## src/rtl/drum_audio_bridge_pkg.sv

```systemverilog
// Shared drum-grid / audio constants: 1.17 sample width, PCM width and PCM limits.
package drum_audio_bridge_pkg;

    localparam int unsigned SAMPLE_W = 18;
    localparam int unsigned PCM_W    = 16;
    localparam int          PCM_MAX  = 32767;
    localparam int          PCM_MIN  = -32768;

    typedef enum logic [1:0] {
        StIdle  = 2'd0,
        StSendL = 2'd1,
        StSendR = 2'd2
    } out_state_e;

endpackage

```

## src/rtl/sample_fifo_mem.sv

```systemverilog
// Simple dual-port sample store with registered read; no reset so it maps onto block RAM.
module sample_fifo_mem #(
    parameter int unsigned DEPTH  = 8,
    parameter int unsigned WIDTH  = 18,
    parameter int unsigned ADDR_W = $clog2(DEPTH)
) (
    input  logic              i_clk,
    input  logic              i_wr_en,
    input  logic [ADDR_W-1:0] i_wr_addr,
    input  logic [WIDTH-1:0]  i_wr_data,
    input  logic [ADDR_W-1:0] i_rd_addr,
    output logic [WIDTH-1:0]  o_rd_data
);

    logic [WIDTH-1:0] r_mem [DEPTH];
    logic [WIDTH-1:0] r_rd_data;

    always_ff @(posedge i_clk) begin
        if (i_wr_en) begin
            r_mem[i_wr_addr] <= i_wr_data;
        end
        r_rd_data <= r_mem[i_rd_addr];
    end

    assign o_rd_data = r_rd_data;

endmodule

```

## src/rtl/drum_audio_bridge.sv

```systemverilog
// Buffers drum-grid center samples in a FIFO and emits each as a left/right PCM word pair
// over a valid/ready handshake to the audio codec.
module drum_audio_bridge
    import drum_audio_bridge_pkg::*;
#(
    parameter int unsigned FIFO_DEPTH = 8,
    parameter int unsigned GAIN_SHIFT = 0
) (
    input  logic                       clk_50,
    input  logic                       reset_n,
    input  logic signed [SAMPLE_W-1:0] sample_in,
    input  logic                       sample_valid,
    output logic                       sample_ready,
    output logic        [PCM_W-1:0]    audio_data,
    output logic                       audio_chan,
    output logic                       audio_valid,
    input  logic                       audio_ready,
    output logic        [15:0]         drop_count
);

    localparam int unsigned AW = $clog2(FIFO_DEPTH);
    localparam int unsigned CW = AW + 1;
    localparam int unsigned XW = SAMPLE_W + GAIN_SHIFT;

    out_state_e                 r_state;
    logic        [AW-1:0]       r_wr_ptr;
    logic        [AW-1:0]       r_rd_ptr;
    logic        [CW-1:0]       r_count;
    logic        [15:0]         r_drop;
    logic        [PCM_W-1:0]    r_hold;
    logic                       r_valid;
    logic                       r_chan;
    logic                       r_byp_vld;
    logic signed [SAMPLE_W-1:0] r_byp_data;

    logic                       w_push;
    logic                       w_pop;
    logic                       w_drop;
    logic        [AW-1:0]       w_rd_ptr_next;
    logic signed [SAMPLE_W-1:0] w_mem_rd_data;
    logic signed [SAMPLE_W-1:0] w_head;
    logic signed [XW-1:0]       w_x;
    logic signed [XW-1:0]       w_y;
    logic        [PCM_W-1:0]    w_pcm;

    // Fullness is judged on the registered count, before any same-cycle pop.
    assign sample_ready  = (r_count < CW'(FIFO_DEPTH));
    assign w_push        = sample_valid && sample_ready;
    assign w_drop        = sample_valid && !sample_ready;
    assign w_pop         = (r_state == StIdle) && (r_count != '0);
    assign w_rd_ptr_next = w_pop ? r_rd_ptr + AW'(1) : r_rd_ptr;

    // The RAM always pre-reads the entry that will be head next cycle.
    sample_fifo_mem #(
        .DEPTH (FIFO_DEPTH),
        .WIDTH (SAMPLE_W),
        .ADDR_W(AW)
    ) u_mem (
        .i_clk    (clk_50),
        .i_wr_en  (w_push),
        .i_wr_addr(r_wr_ptr),
        .i_wr_data(sample_in),
        .i_rd_addr(w_rd_ptr_next),
        .o_rd_data(w_mem_rd_data)
    );

    // A write landing on the pre-read address returns stale RAM data, so forward it instead.
    assign w_head = r_byp_vld ? r_byp_data : w_mem_rd_data;

    assign w_x = XW'(w_head) <<< GAIN_SHIFT;
    assign w_y = w_x >>> 2;

    always_comb begin
        w_pcm = w_y[PCM_W-1:0];
        if (int'(w_y) > PCM_MAX) begin
            w_pcm = PCM_W'(PCM_MAX);
        end else if (int'(w_y) < PCM_MIN) begin
            w_pcm = PCM_W'(PCM_MIN);
        end
    end

    always_ff @(posedge clk_50 or negedge reset_n) begin
        if (!reset_n) begin
            r_wr_ptr   <= '0;
            r_rd_ptr   <= '0;
            r_count    <= '0;
            r_drop     <= '0;
            r_byp_vld  <= 1'b0;
            r_byp_data <= '0;
        end else begin
            if (w_push) begin
                r_wr_ptr   <= r_wr_ptr + AW'(1);
                r_byp_data <= sample_in;
            end
            if (w_pop) begin
                r_rd_ptr <= r_rd_ptr + AW'(1);
            end
            r_byp_vld <= w_push && (r_wr_ptr == w_rd_ptr_next);
            case ({w_push, w_pop})
                2'b10:   r_count <= r_count + CW'(1);
                2'b01:   r_count <= r_count - CW'(1);
                default: r_count <= r_count;
            endcase
            if (w_drop && (r_drop != 16'hFFFF)) begin
                r_drop <= r_drop + 16'd1;
            end
        end
    end

    always_ff @(posedge clk_50 or negedge reset_n) begin
        if (!reset_n) begin
            r_state <= StIdle;
            r_hold  <= '0;
            r_valid <= 1'b0;
            r_chan  <= 1'b0;
        end else begin
            case (r_state)
                StIdle: begin
                    if (w_pop) begin
                        r_hold  <= w_pcm;
                        r_valid <= 1'b1;
                        r_chan  <= 1'b0;
                        r_state <= StSendL;
                    end
                end
                StSendL: begin
                    if (audio_ready) begin
                        r_chan  <= 1'b1;
                        r_state <= StSendR;
                    end
                end
                StSendR: begin
                    if (audio_ready) begin
                        r_valid <= 1'b0;
                        r_chan  <= 1'b0;
                        r_state <= StIdle;
                    end
                end
                default: begin
                    r_valid <= 1'b0;
                    r_chan  <= 1'b0;
                    r_state <= StIdle;
                end
            endcase
        end
    end

    assign audio_data  = r_hold;
    assign audio_chan  = r_chan;
    assign audio_valid = r_valid;
    assign drop_count  = r_drop;

endmodule
```

## config.mk

```make
export PLATFORM = sky130hd
export DESIGN_NAME = drum_audio_bridge
export DESIGN_NICKNAME = d
export VERILOG_FILES = /design/src/rtl/drum_audio_bridge_pkg.sv /design/src/rtl/sample_fifo_mem.sv /design/src/rtl/drum_audio_bridge.sv
export SDC_FILE = /design/constraint.sdc
export NUM_CORES = 1
export LEC_CHECK = 0
export ABC_CLOCK_PERIOD_IN_PS = 4500
export BUFFER_PORTS_ARGS = -buffer_cell sky130_fd_sc_hd__buf_2
export CAP_MARGIN = 5
export CORE_UTILIZATION = 60
export DETAILED_ROUTE_END_ITERATION = 6
export PLACE_DENSITY_LB_ADDON = 0.08
export SLEW_MARGIN = 25
export SYNTH_ARGS = -nofsm -noshare
export SYNTH_HDL_FRONTEND = slang
export SYNTH_SLANG_ARGS = --single-unit
```

## constraint.sdc

```tcl
create_clock -name clk_50 -period 4.5 [get_ports clk_50]
set_clock_uncertainty 0.1 [all_clocks]
set_input_delay 0.9 -clock clk_50 [delete_from_list [all_inputs] [get_ports clk_50]]
set_output_delay 0.9 -clock clk_50 [all_outputs]
set_load 0.05 [all_outputs]
```

Word level (Yosys, flattened, before mapping)
Memories as Yosys holds them, arrays and structs flattened. A register that Yosys moved wholly into a read port is not among the register bits.
Index checks and enable logic that the tools add are counted.
{ "op_classes": {"add_sub_neg": 5, "bitwise_logic": 1, "magnitude_cmp": 3, "eq_ne": 9, "n_reduce_logical": 12, "muxes": 17} }
{ "op_table": {"columns": ["cell", "n"], "rows": [
  ["16-bit 2-to-1 mux", 2],
  ["18-bit 2-to-1 mux", 1],
  ["16-bit by 1-bit adder with 16-bit output (second input constant)", 1],
  ["16-bit > comparator (second input constant)", 1],
  ["16-bit less-than comparator (second input constant)", 1],
  ["16-bit != test (second input constant)", 1],
  ["4-bit case mux with 2 select lines", 1],
  ["3-bit by 1-bit adder with 3-bit output (second input constant)", 2],
  ["1-bit 2-to-1 mux", 6],
  ["2-bit 2-to-1 mux", 3],
  ["2-bit != test (second input constant)", 3],
  ["1-bit case mux with 3 select lines", 2],
  ["2-bit case mux with 3 select lines", 1],
  ["3-bit AND reduction", 2],
  ["1-bit logical AND", 5],
  ["4-bit by 1-bit adder with 4-bit output (second input constant)", 1],
  ["2-bit by 1-bit equality test with 1-bit output (second input constant)", 2],
  ["2-bit equality test (second input constant)", 2],
  ["4-bit less-than comparator (second input constant)", 1],
  ["4-bit nonzero test", 1],
  ["4-bit by 1-bit subtractor with 4-bit output (second input constant)", 1],
  ["3-bit equality test", 1],
  ["3-bit 2-to-1 mux", 1],
  ["2-bit zero test", 1],
  ["other kinds (4)", 4]
]} }
{ "word_totals": {"regBits": 65, "n_memories": 1, "in_bits": 22, "elab_cells": 58, "ram_bits": 144, "output_inout_bits": 35} }
{ "mem_list": {"columns": ["memory", "words", "word_bits", "rd", "rd_ports_with_merged_regs", "wr", "line", "source"], "rows": [
  ["u_mem.r_mem", 8, 18, 1, 1, 1, "sample_fifo_mem.sv:15", "logic [WIDTH-1:0] r_mem [DEPTH];"]
]} }

Depth between registers and ports, before layout
Gate-level depths: netlist of run 1.
{ "logic_depth": {"ltp_word": 5, "depth_mapped": 13, "depth_no_buf": 10} }

Cells and area by module
Synthesis of run 1 repeated with hierarchy kept, for this count alone.
{ "hier_totals": {"cells_unflattened": 482, "hier_area_um2": 8816.0} }
{ "by_module_without_submodules": {"columns": ["mod", "seq_area_each_um2", "instances", "area_per_inst_um2", "cells_each"], "rows": [
  ["sample_fifo_mem", 4684.5, 1, 5964.5, 239],
  ["drum_audio_bridge", 1551.5, 1, 2851.5, 243]
]} }

Worst setup path before layout of run 1
Ideal clock, no wire load.
{ "synth_timing": {"path_type": "input port to flip-flop", "start": "input sample_valid", "end": "memory u_mem.r_mem[0][10] (enable)", "setup_slack_ps": 1281, "t_arrival_ps": 2689, "cell_stages": 3, "setup_ps": 430, "path_buffers": 0, "required_ps": 3970, "cell_sequence": "and2b_1 > inv_1 > nor4_1"} }
{ "synth_via": {"elab_chain_cells": 3} }
{ "synth_rtl": {"columns": ["element", "line", "source"], "rows": [
  ["from (decl)", "drum_audio_bridge.sv:12", "input logic sample_valid,"],
  ["1-bit logical AND", "drum_audio_bridge.sv:48", "assign w_push = sample_valid && sample_ready;"],
  ["1-bit 2-to-1 mux", "sample_fifo_mem.sv:19", "if (i_wr_en) begin"],
  ["1-bit 2-to-1 mux (not written as such)", "sample_fifo_mem.sv:20", "r_mem[i_wr_addr] <= i_wr_data;"],
  ["to (decl)", "sample_fifo_mem.sv:15", null]
]} }
Every way passes these cells.

Worst setup path in the final report of run 1
{ "layout_timing": {"start": "register r_count[3]", "end": "register r_count[2]"} }
{ "layout_via": {"elab_chain_cells": 4, "elab_cells_between_ends": 8, "classes_between": "1 x order compare; 2 x eq/ne; 1 x mux; 4 x reduce/logical"} }
{ "layout_rtl": {"columns": ["element", "line", "source"], "rows": [
  ["from (decl)", "drum_audio_bridge.sv:28", "logic [CW-1:0] r_count;"],
  ["from (signal assigned)", "drum_audio_bridge.sv:100", "2'b10: r_count <= r_count + CW'(1);"],
  ["from (signal assigned)", "drum_audio_bridge.sv:101", "2'b01: r_count <= r_count - CW'(1);"],
  ["from (signal assigned)", "drum_audio_bridge.sv:102", "default: r_count <= r_count;"],
  ["4-bit less-than comparator / 4-bit nonzero test (equally long branches)", "drum_audio_bridge.sv:47, drum_audio_bridge.sv:50", null],
  ["1-bit logical AND, on equally long branches", "drum_audio_bridge.sv:48, drum_audio_bridge.sv:50", null],
  ["2-bit by 1-bit equality test with 1-bit output / 2-bit equality test (equally long branches)", "drum_audio_bridge.sv:99", "case ({w_push, w_pop})"],
  ["4-bit case mux with 2 select lines / 2-bit nonzero test (equally long branches)", null, null]
]} }
Parallel ways exist; a longest one is shown, timed or not.
A chain may end at the register's enable or synchronous reset.

==> flow_summary.json, run 1 <==
{
  "endpoint_kind": "register",
  "syn_nets": 794,
  "area_growth_syn_to_layout_pct": 12.5,
  "hp-class": "in -> async",
  "leakage_nw": 4.27,
  "ant_nets": 0,
  "crit_path_top_delay_cell": "or4_4",
  "totalPowerFinal_mw": 8.14,
  "clockBufferDepth": 3,
  "cp.arrival_ps": 3750,
  "root_buffer": "clkbuf_16",
  "maxCapViolCount": 0,
  "fill_cells": 1095,
  "cts_tree": "built",
  "worstSetupStartpointType": "register",
  "grt_pass1_vias": 6295,
  "gp_congestion": 0.728,
  "power_density_mw_per_mm2": 759,
  "post-cts-setup-buffers": 0,
  "cts_buffers": 22,
  "crit_family": "simple AND/OR/NAND/NOR gates",
  "layout-drive-gt1-share_pct": 15.3,
  "drcViolationCount": 0,
  "cts_resized": 0,
  "rows": 45,
  "clk_latency_ps": 500,
  "antennaDiodeCount": 0,
  "path_cells": "or4_4 > nand2_4 > inv_2 > ha_1 > xor2_1 > ha_1 > a21oi_1 > xor2_1 > nor2_1 > xor2_1",
  "grt_overflow": 0,
  "finalSetupViolations": 0,
  "coreArea_mm2": 0.0154,
  "grt_pass1_wl_um": 32700,
  "synth-main-ff-cell": "edfxtp_1",
  "cts.sinks": 206,
  "peakVddDrop_uv": 491,
  "hold_slack_ps": 301,
  "synth.ff_latch_count": 206,
  "firstDrtPassIters": 4,
  "antenna_found_initial": 0,
  "path_buf_inv": 1,
  "dpl.hpwl_um": 12600,
  "wl_um": 21000,
  "finalMaxSlewViolations": 0,
  "multiInputGateArea_mm2": 0.00359,
  "fin_crit_ps": 3490,
  "die-width_um": 128,
  "ys_seq_area_share_pct": 60.0,
  "start_util_pct": 62.0,
  "syn_avg_cell_area_um2": 12.4,
  "cts_max_level": 1,
  "fmax_mhz": 287,
  "grt_start_max_net_pins": 80,
  "cp_common_cell": "xor2_1",
  "io_pins": 57,
  "required_ps": 4760,
  "area.sequential_mm2": 0.00572,
  "ys_warn_count": 0,
  "synth-edff-count": 128,
  "synthesis.area_mm2": 0.00953,
  "rsz0062_at_grt": "no",
  "slew_headroom_pct": 31.4,
  "worst-path-max-fanout": 53,
  "vias": 6343,
  "ys_types": 51,
  "portBuffers": 54,
  "status": "completed",
  "finalSetupTns_ps": 0,
  "cts_hold_buf": 0,
  "via_per_inst": 6.12,
  "syn_inst": 766,
  "finalHoldViolCount": 0,
  "die_area_mm2": 0.0164,
  "worst_pin_slew_ps": 1030,
  "finish.net_count": 837,
  "async_reset_ff_share_pct": 30.1,
  "track_usage_pct": 26.4,
  "drtIter0Drc": 395,
  "die_h_um": 128,
  "wl_per_cell_um": 20.3,
  "clkTransAtPathRegs_ps": 60,
  "slowest_delay_ps": 600,
  "critical_path_class": "reg -> reg",
  "period_share_pct": 77.5
}
-- synth_stat cells, drive strengths merged, types with 6 or more instances --
cell | number | share of area (%)
nor2b | 33 | 2.2
o41ai | 16 | 1.5
dfrtp | 62 | 16
xnor2 | 17 | 1.6
nand3 | 40 | 2.1
a2111oi | 32 | 3.0
dfxtp | 16 | 3.4
nor2 | 10 | 0.39
clkbuf | 24 | 0.96
mux2i | 129 | 14
edfxtp | 128 | 40
nor3 | 8 | 0.42
nand2 | 132 | 5.2
ha | 6 | 0.79
xor2 | 11 | 1.2
o21ai | 17 | 0.89
buf | 28 | 1.5
a32oi | 16 | 1.5
-- cell families (layout without fill, tap and decap cells) --
kind of cell | count (synthesis) | after routing | share of synthesized area, %
xor gates and xnor gates | 28 | 28 | 2.77
and+or+nand+nor | 245 | 245 | 11.9
DFF | 206 | 206 | 60.0
buffers and inverters | 59 | 118 | 2.85
AOI/OAI and AO/OA | 90 | 90 | 7.60
muxes | 132 | 132 | 14.1
adders and majority gates | 6 | 6 | 0.788
-- routing by layer --
metal | track usage, % | share of wire [%] | vias to the layer above
met1 | 34.6 | 42 | 3134
li1 | - | - | 2936
met3 | 4.01 | 5.6 | 55
met2 | 44.0 | 48 | 218
met5 | 0 | 0 | -
met4 | 11.5 | 3.9 | 0
-- report_power, final --
part	total [mW]	internal [mW]	leakage, nW	switching, mW
logic	3.60	1.30	1.86	2.30
clock network	1.74	1.04	0.350	0.700
registers	2.79	2.47	2.06	0.320
-- layout by cell type (no fill, tap or decap), types with 3 or more instances in the layout --
cell type / instances
nand3_1: 40
nand4_1: 5
dfxtp_1: 16
ha_1: 5
nor3_1: 4
dfrtp_1: 59
nand2_1: 131
edfxtp_1: 128
nor2_1: 10
clkinv_2: 7
nand2b_1: 5
a2111oi_0: 31
inv_1: 4
clkbuf_1: 3
xor2_1: 10
buf_4: 18
nor3_2: 4
buf_2: 53
nor2b_1: 33
a32oi_1: 15
o21ai_0: 17
o41ai_1: 15
clkinv_1: 5
clkbuf_16: 23
mux2i_1: 128
nor4_1: 3
xnor2_1: 17
-- stage by stage --
step | instance area [um^2] | setup WS (ps) | std cells | util (%)
CTS | 10700 | 1020 | 1035 | 69.6
global placement | 10000 | 1130 | 995 | 65.0
detailed placement | 10000 | 1060 | 995 | 65.0
global route | 10700 | 828 | 1036 | 69.8
floorplan | 9530 | 1280 | 766 | -
finish | 10700 | 1010 | 1036 | 69.8
-- worst paths after layout --
check                                            end  slack, ps                      start  depth (start not counted)
max reg2reg                   r_count[2]$_DFFE_PN0P_       1010     r_count[3]$_DFFE_PN0P_                         10
min reg2reg                audio_data[9]$_DFFE_PN0P_        380  audio_data[9]$_DFFE_PN0P_                          2
max                           r_count[2]$_DFFE_PN0P_       1010     r_count[3]$_DFFE_PN0P_                         10
min                        audio_data[2]$_DFFE_PN0P_        300                    reset_n                          1
min in group clk_50        audio_data[9]$_DFFE_PN0P_        380  audio_data[9]$_DFFE_PN0P_                          2
max in group asynchronous        r_byp_vld$_DFF_PN0_       3280                    reset_n                          2
-- sequential cells by signal (all words and copies together), names as in the netlist, 3 cells and up --
register and cells:
audio_data 16, u_mem.r_mem 128, r_wr_ptr 3, r_rd_ptr 3, drop_count 16, r_byp_data 16, u_mem.o_rd_data 16, r_count 4
-- area by class of cell --
class                      instances  share of cell area (%)
sequential                       206                    53.4
multi-input combinational        501                    33.5
clock buffer                      26                    5.47
timing repair buffer              73                    4.03
tap                              211                    2.46
clock inverter                    14                    1.06
inverter                           5                   0.175
No activity file was read; power rests on OpenSTA's default activity.
==> run 2, diff against run 1 <==
--- a/config.mk
+++ b/config.mk
@@ -5,7 +5,7 @@
 export SDC_FILE = /design/constraint.sdc
 export NUM_CORES = 1
 export LEC_CHECK = 0
-export ABC_CLOCK_PERIOD_IN_PS = 4500
+export ABC_CLOCK_PERIOD_IN_PS = 3500
 export BUFFER_PORTS_ARGS = -buffer_cell sky130_fd_sc_hd__buf_2
 export CAP_MARGIN = 5
 export CORE_UTILIZATION = 60
==> constraint.sdc (replaced) <==
create_clock -name clk_50 -period 3.5 [get_ports clk_50]
set_clock_uncertainty 0.1 [all_clocks]
set_input_delay 0.7 -clock clk_50 [delete_from_list [all_inputs] [get_ports clk_50]]
set_output_delay 0.7 -clock clk_50 [all_outputs]
set_load 0.05 [all_outputs]
==> run 2 against run 1 <==
  * Sequential share of layout area decreased by 0.75 points
  * Non-clock buffer count up 8
  * Utilization is 0.99 points higher
  * Global-route usage up 0.78 points
  * Critical path depth unchanged
  * First-iteration DRC count is 36% higher
  * Cell count grew 0.77%
  * Critical path type unchanged
  * Largest power group unchanged
==> flow_summary.json, run 2 (synthesis gave the netlist of run 1 again) <==
{
  "cts_resized": 0,
  "power_frac_seq_pct": 33.5,
  "fin_crit_ps": 2860,
  "p_sw_share_pct": 40.4,
  "status": "completed",
  "antenna_found_initial": 0,
  "peakVddDrop_uv": 613,
  "drcViolationCount": 0,
  "die_h_um": 128,
  "wl_per_cell_um": 20.4,
  "rows": 45,
  "totalPowerFinal_mw": 10.7,
  "power_switching_mw": 4.34,
  "post-cts-setup-buffers": 0,
  "drtIter0Drc": 538,
  "finalSetupTns_ps": 0,
  "final_cells": 1044,
  "start_util_pct": 62.0,
  "root_buffer": "clkbuf_16",
  "cp.arrival_ps": 3120,
  "required_ps": 3770,
  "dp_cells": 1004,
  "reg2reg_from": "r_count[3]$_DFFE_PN0P_",
  "antennaDiodeCount": 0,
  "period_share_pct": 81.6,
  "die_area_mm2": 0.0164,
  "power_density_mw_per_mm2": 987,
  "vias": 6347,
  "p_clk_share_pct": 22.3,
  "gp_congestion": 0.761,
  "finish.net_count": 845,
  "rsz0062_at_grt": "no",
  "finalMaxSlewViolations": 0,
  "die-width_um": 128,
  "cts.sinks": 206,
  "grt_pass1_wl_um": 34000,
  "layout_commonest_cell": "nand2_1",
  "grt_pass1_vias": 6465,
  "track_usage_pct": 27.2,
  "combinationalPowerShare_pct": 44.2,
  "coreArea_mm2": 0.0154,
  "cts_buffers": 22,
  "cts_max_level": 1,
  "grt_start_max_net_pins": 99,
  "cts_tree": "built",
  "portBuffers": 54,
  "firstDrtPassIters": 5,
  "slew_headroom_pct": 31.6,
  "finalHoldViolCount": 0,
  "hp-class": "in -> async",
  "utilization_pct": 70.8,
  "ant_nets": 0,
  "leakage_nw": 4.35,
  "worst_pin_slew_ps": 1030,
  "largest_register_ffs": 128,
  "fmax_mhz": 350,
  "clockBufferDepth": 3,
  "dpl.hpwl_um": 13200,
  "io_pins": 57,
  "final_cell_mix": "131 x nand2_1, 128 x mux2i_1, 128 x edfxtp_1, 60 x dfrtp_1, 54 x buf_2",
  "worst-path-max-fanout": 29,
  "worstSetupStartpointType": "register",
  "p_int_mw": 6.40,
  "fill_cells": 1082,
  "maxCapViolCount": 0,
  "area_growth_syn_to_layout_pct": 14.1,
  "finalSetupViolations": 0,
  "via_per_inst": 6.08,
  "largest-register": "u_mem.r_mem",
  "layout-drive-gt1-share_pct": 16.2,
  "wl_um": 21300,
  "cts_hold_buf": 0,
  "setup.worst_path.start": "r_count[3]$_DFFE_PN0P_",
  "grt_overflow": 0,
  "clk_latency_ps": 500,
  "critical_path_class": "reg -> reg",
  "endpoint_kind": "register",
  "clkTransAtPathRegs_ps": 60
}
[run 2: cell types whose count changed in the layout (fill, tap and decap cells not counted), sizes merged]
cell / before / now
clkinv: 12 / 3
clkbuf: 26 / 34
buf: 73 / 81
inv: 5 / 6
[run 2: worst max-delay path: stages (launching register included)]
cell	delay [ps]
dfrtp_1	460
or4_4	600
nand2_4	100
inv_2	220
ha_1	360
xor2_1	170
ha_1	190
a21oi_1	150
xor2_1	180
nor2_1	70
xor2_1	140
[run 2: per-stage QoR]
step	hold slack (ps)	instance area, um^2	setup slack, ps
after floorplan	304	9530	481
after global placement	357	10100	705
after detailed placement	363	10100	610
after CTS	33.5	10900	629
after global routing	54.6	10900	469
final	34.5	10900	644
[run 2: area by class of cell]
| class | count | area (um^2) | share of cell area [%] |
|---|---|---|---|
| Tap cell | 211 | 264 | 2.43 |
| Timing Repair Buffer | 81 | 523 | 4.81 |
| Multi-Input combinational cell | 501 | 3590 | 33.0 |
| Sequential cell | 206 | 5720 | 52.6 |
| Clock inverter | 6 | 83.8 | 0.771 |
| Inverter | 5 | 18.8 | 0.173 |
| Clock buffer | 34 | 678 | 6.24 |
[run 2: worst paths after layout]
kind / to / slack (ps) / cells past startpoint
max: r_count[2]$_DFFE_PN0P_ / 640 / 10
max in group asynchronous: r_byp_data[9]$_DFFE_PN0P_ / 2560 / 2
min in group clk_50: r_state[0]$_DFFE_PN0P_ / 330 / 2
max reg2reg: r_count[2]$_DFFE_PN0P_ / 640 / 10
min reg2reg: r_byp_data[7]$_DFFE_PN0P_ / 380 / 2
min: r_byp_data[17]$_DFFE_PN0P_ / 30 / 1
[run 2: per-layer routing]
metal	wire length (um)	part of all wire (%)	vias to the layer above	track usage, %
li1	-	-	2945	-
met1	8930	42	3139	36.7
met2	10400	49	223	46.2
met3	1580	7.4	40	3.67
met4	439	2.1	0	8.03
met5	0	0	-	0
[run 2: power by group through the flow]
stage / clock network, mW / logic [mW] / registers, mW
detailed placement: 0 / 4.71 / 3.64
CTS: 2.43 / 4.74 / 3.59
finish: 2.39 / 4.75 / 3.59
global placement: 0 / 4.53 / 3.60
floorplan: 0 / 3.19 / 3.93
global route: 2.52 / 5.15 / 3.67
==> run 3, diff against run 2 <==
--- a/config.mk
+++ b/config.mk
@@ -5,7 +5,7 @@
 export SDC_FILE = /design/constraint.sdc
 export NUM_CORES = 1
 export LEC_CHECK = 0
-export ABC_CLOCK_PERIOD_IN_PS = 3500
+export ABC_CLOCK_PERIOD_IN_PS = 2900
 export BUFFER_PORTS_ARGS = -buffer_cell sky130_fd_sc_hd__buf_2
 export CAP_MARGIN = 5
 export CORE_UTILIZATION = 60
==> constraint.sdc (replaced) <==
create_clock -name clk_50 -period 2.9 [get_ports clk_50]
set_clock_uncertainty 0.1 [all_clocks]
set_input_delay 0.58 -clock clk_50 [delete_from_list [all_inputs] [get_ports clk_50]]
set_output_delay 0.58 -clock clk_50 [all_outputs]
set_load 0.05 [all_outputs]
==> run 3 against run 2 <==
  * Power rose by 18%
  * Non-clock buffer count grew 1
  * Utilization down 0.32 points
  * First-iteration DRC count down 5.0%
  * Critical path type unchanged
==> flow_summary.json, run 3 (synthesis gave the netlist of run 1 again) <==
{
  "cts.sinks": 206,
  "die_area_mm2": 0.0164,
  "worst-path-max-fanout": 6,
  "worstSetupStartpointType": "register",
  "power_density_mw_per_mm2": 1170,
  "portBuffers": 54,
  "cts_tree": "built",
  "grt_overflow": 0,
  "period_share_pct": 87.9,
  "area.sequential_mm2": 0.00572,
  "post-cts-setup-buffers": 0,
  "grt_pass1_wl_um": 33100,
  "die-width_um": 128,
  "finalMaxSlewViolations": 0,
  "cts_buffers": 22,
  "start_util_pct": 62.0,
  "worst_pin_slew_ps": 676,
  "finalSetupViolations": 0,
  "vias": 6358,
  "drtIter0Drc": 511,
  "drcViolationCount": 0,
  "cts_resized": 0,
  "area_growth_syn_to_layout_pct": 13.6,
  "cts_max_level": 1,
  "grt_pass1_vias": 6362,
  "worst_slack_ps": 350,
  "finalHoldViolCount": 0,
  "leakage_nw": 4.33,
  "gp_congestion": 0.791,
  "required_ps": 3170,
  "firstDrtPassIters": 5,
  "finalSetupTns_ps": 0,
  "wl_um": 20700,
  "ant_nets": 0,
  "root_buffer": "clkbuf_16",
  "clkTransAtPathRegs_ps": 60,
  "fill_cells": 1123,
  "path_cells": "or4_4 > nand2_4 > inv_2 > ha_1 > xor2_1 > ha_1 > a21oi_1 > xor2_1 > nor2_1 > xor2_1",
  "crit_family": "simple AND/OR/NAND/NOR gates",
  "rows": 45,
  "layout-drive-gt1-share_pct": 16.1,
  "antennaDiodeCount": 0,
  "clk_latency_ps": 500,
  "dpl.hpwl_um": 12700,
  "rsz0062_at_grt": "no",
  "maxCapViolCount": 0,
  "track_usage_pct": 26.4,
  "path_buf_inv": 1,
  "multiInputGateArea_mm2": 0.00359,
  "status": "completed",
  "endpoint_kind": "register",
  "largest-register": "u_mem.r_mem",
  "peakVddDrop_uv": 828,
  "critical_path_class": "reg -> reg",
  "final_cell_mix": "131 x nand2_1, 128 x mux2i_1, 128 x edfxtp_1, 60 x dfrtp_1, 54 x buf_2",
  "crit_path_top_delay_cell": "or4_4",
  "cp_common_cell": "xor2_1",
  "largest_register_ffs": 128,
  "slowest_delay_ps": 580,
  "layout_commonest_cell": "nand2_1",
  "utilization_pct": 70.4,
  "totalPowerFinal_mw": 12.7,
  "hp-class": "in -> async",
  "cp.arrival_ps": 2820,
  "finish.net_count": 846,
  "clockBufferDepth": 3,
  "wl_per_cell_um": 19.8,
  "die_h_um": 128,
  "fin_crit_ps": 2550,
  "slew_headroom_pct": 54.5,
  "via_per_inst": 6.08,
  "antenna_found_initial": 0,
  "coreArea_mm2": 0.0154,
  "cts_hold_buf": 0,
  "dp_slack_ps": 365,
  "grt_start_max_net_pins": 99,
  "fmax_mhz": 392,
  "io_pins": 57
}
==> run 3: changes by cell type in the layout (fill, tap and decap cells not counted), sizes merged <==
cell,before,now
clkinv,3,2
bufinv,2,0
buf,81,82
inv,6,5
clkbuf,34,38
==> run 3: worst reg2reg max path, cell delays in order (launching register included) <==
cell	delay, ps
dfrtp_1	450
or4_4	580
nand2_4	100
inv_2	50
ha_1	260
xor2_1	170
ha_1	180
a21oi_1	150
xor2_1	160
nor2_1	70
xor2_1	140
==> run 3: power by group <==
group | leakage (nW) | internal, mW | switching [mW] | total, mW
combinational | 1.92 | 2.12 | 3.60 | 5.72
sequential | 2.06 | 3.84 | 0.462 | 4.30
clock | 0.343 | 1.59 | 1.07 | 2.66
total | 4.33 | 7.55 | 5.13 | 12.7
==> run 3: path summary, 6_finish.rpt <==
path / startpoint / end / slack (ps) / cells after the start
max in group asynchronous: reset_n / drop_count[5]$_DFFE_PN0P_ / 2000 / 2
worst max register to register: r_count[0]$_DFFE_PN0P_ / r_count[2]$_DFFE_PN0P_ / 350 / 10
worst min-delay path: reset_n / r_byp_vld$_DFF_PN0_ / 20 / 1
worst min register to register: audio_data[2]$_DFFE_PN0P_ / audio_data[2]$_DFFE_PN0P_ / 370 / 2
worst max-delay path: r_count[0]$_DFFE_PN0P_ / r_count[2]$_DFFE_PN0P_ / 350 / 10
min in group clk_50: audio_ready / r_state[0]$_DFFE_PN0P_ / 210 / 2
==> run 3: per-stage QoR <==
step,area [um^2],instances,hold slack [ps]
floorplan,9530,766,184
global placement,10100,1005,357
detailed placement,10100,1005,362
CTS,10800,1045,30.1
global route,10800,1045,67.7
finish,10800,1045,23.6
==> run 3: per-layer routing <==
layer  track usage, %  wire [um]  up-vias
met4             7.89        352        0
met3             4.01       1320       36
met1             34.6       8670     3154
li1                 -          -     2946
met2             45.6      10400      222
met5                0          0        -
==> run 3: area by class of cell <==
| class | count | area share (%) |
|---|---|---|
| Tap cell | 211 | 2.44 |
| Timing Repair Buffer | 82 | 5.02 |
| Clock buffer | 38 | 6.31 |
| Inverter | 5 | 0.173 |
| Multi-Input combinational cell | 501 | 33.1 |
| Clock inverter | 2 | 0.0925 |
| Sequential cell | 206 | 52.8 |
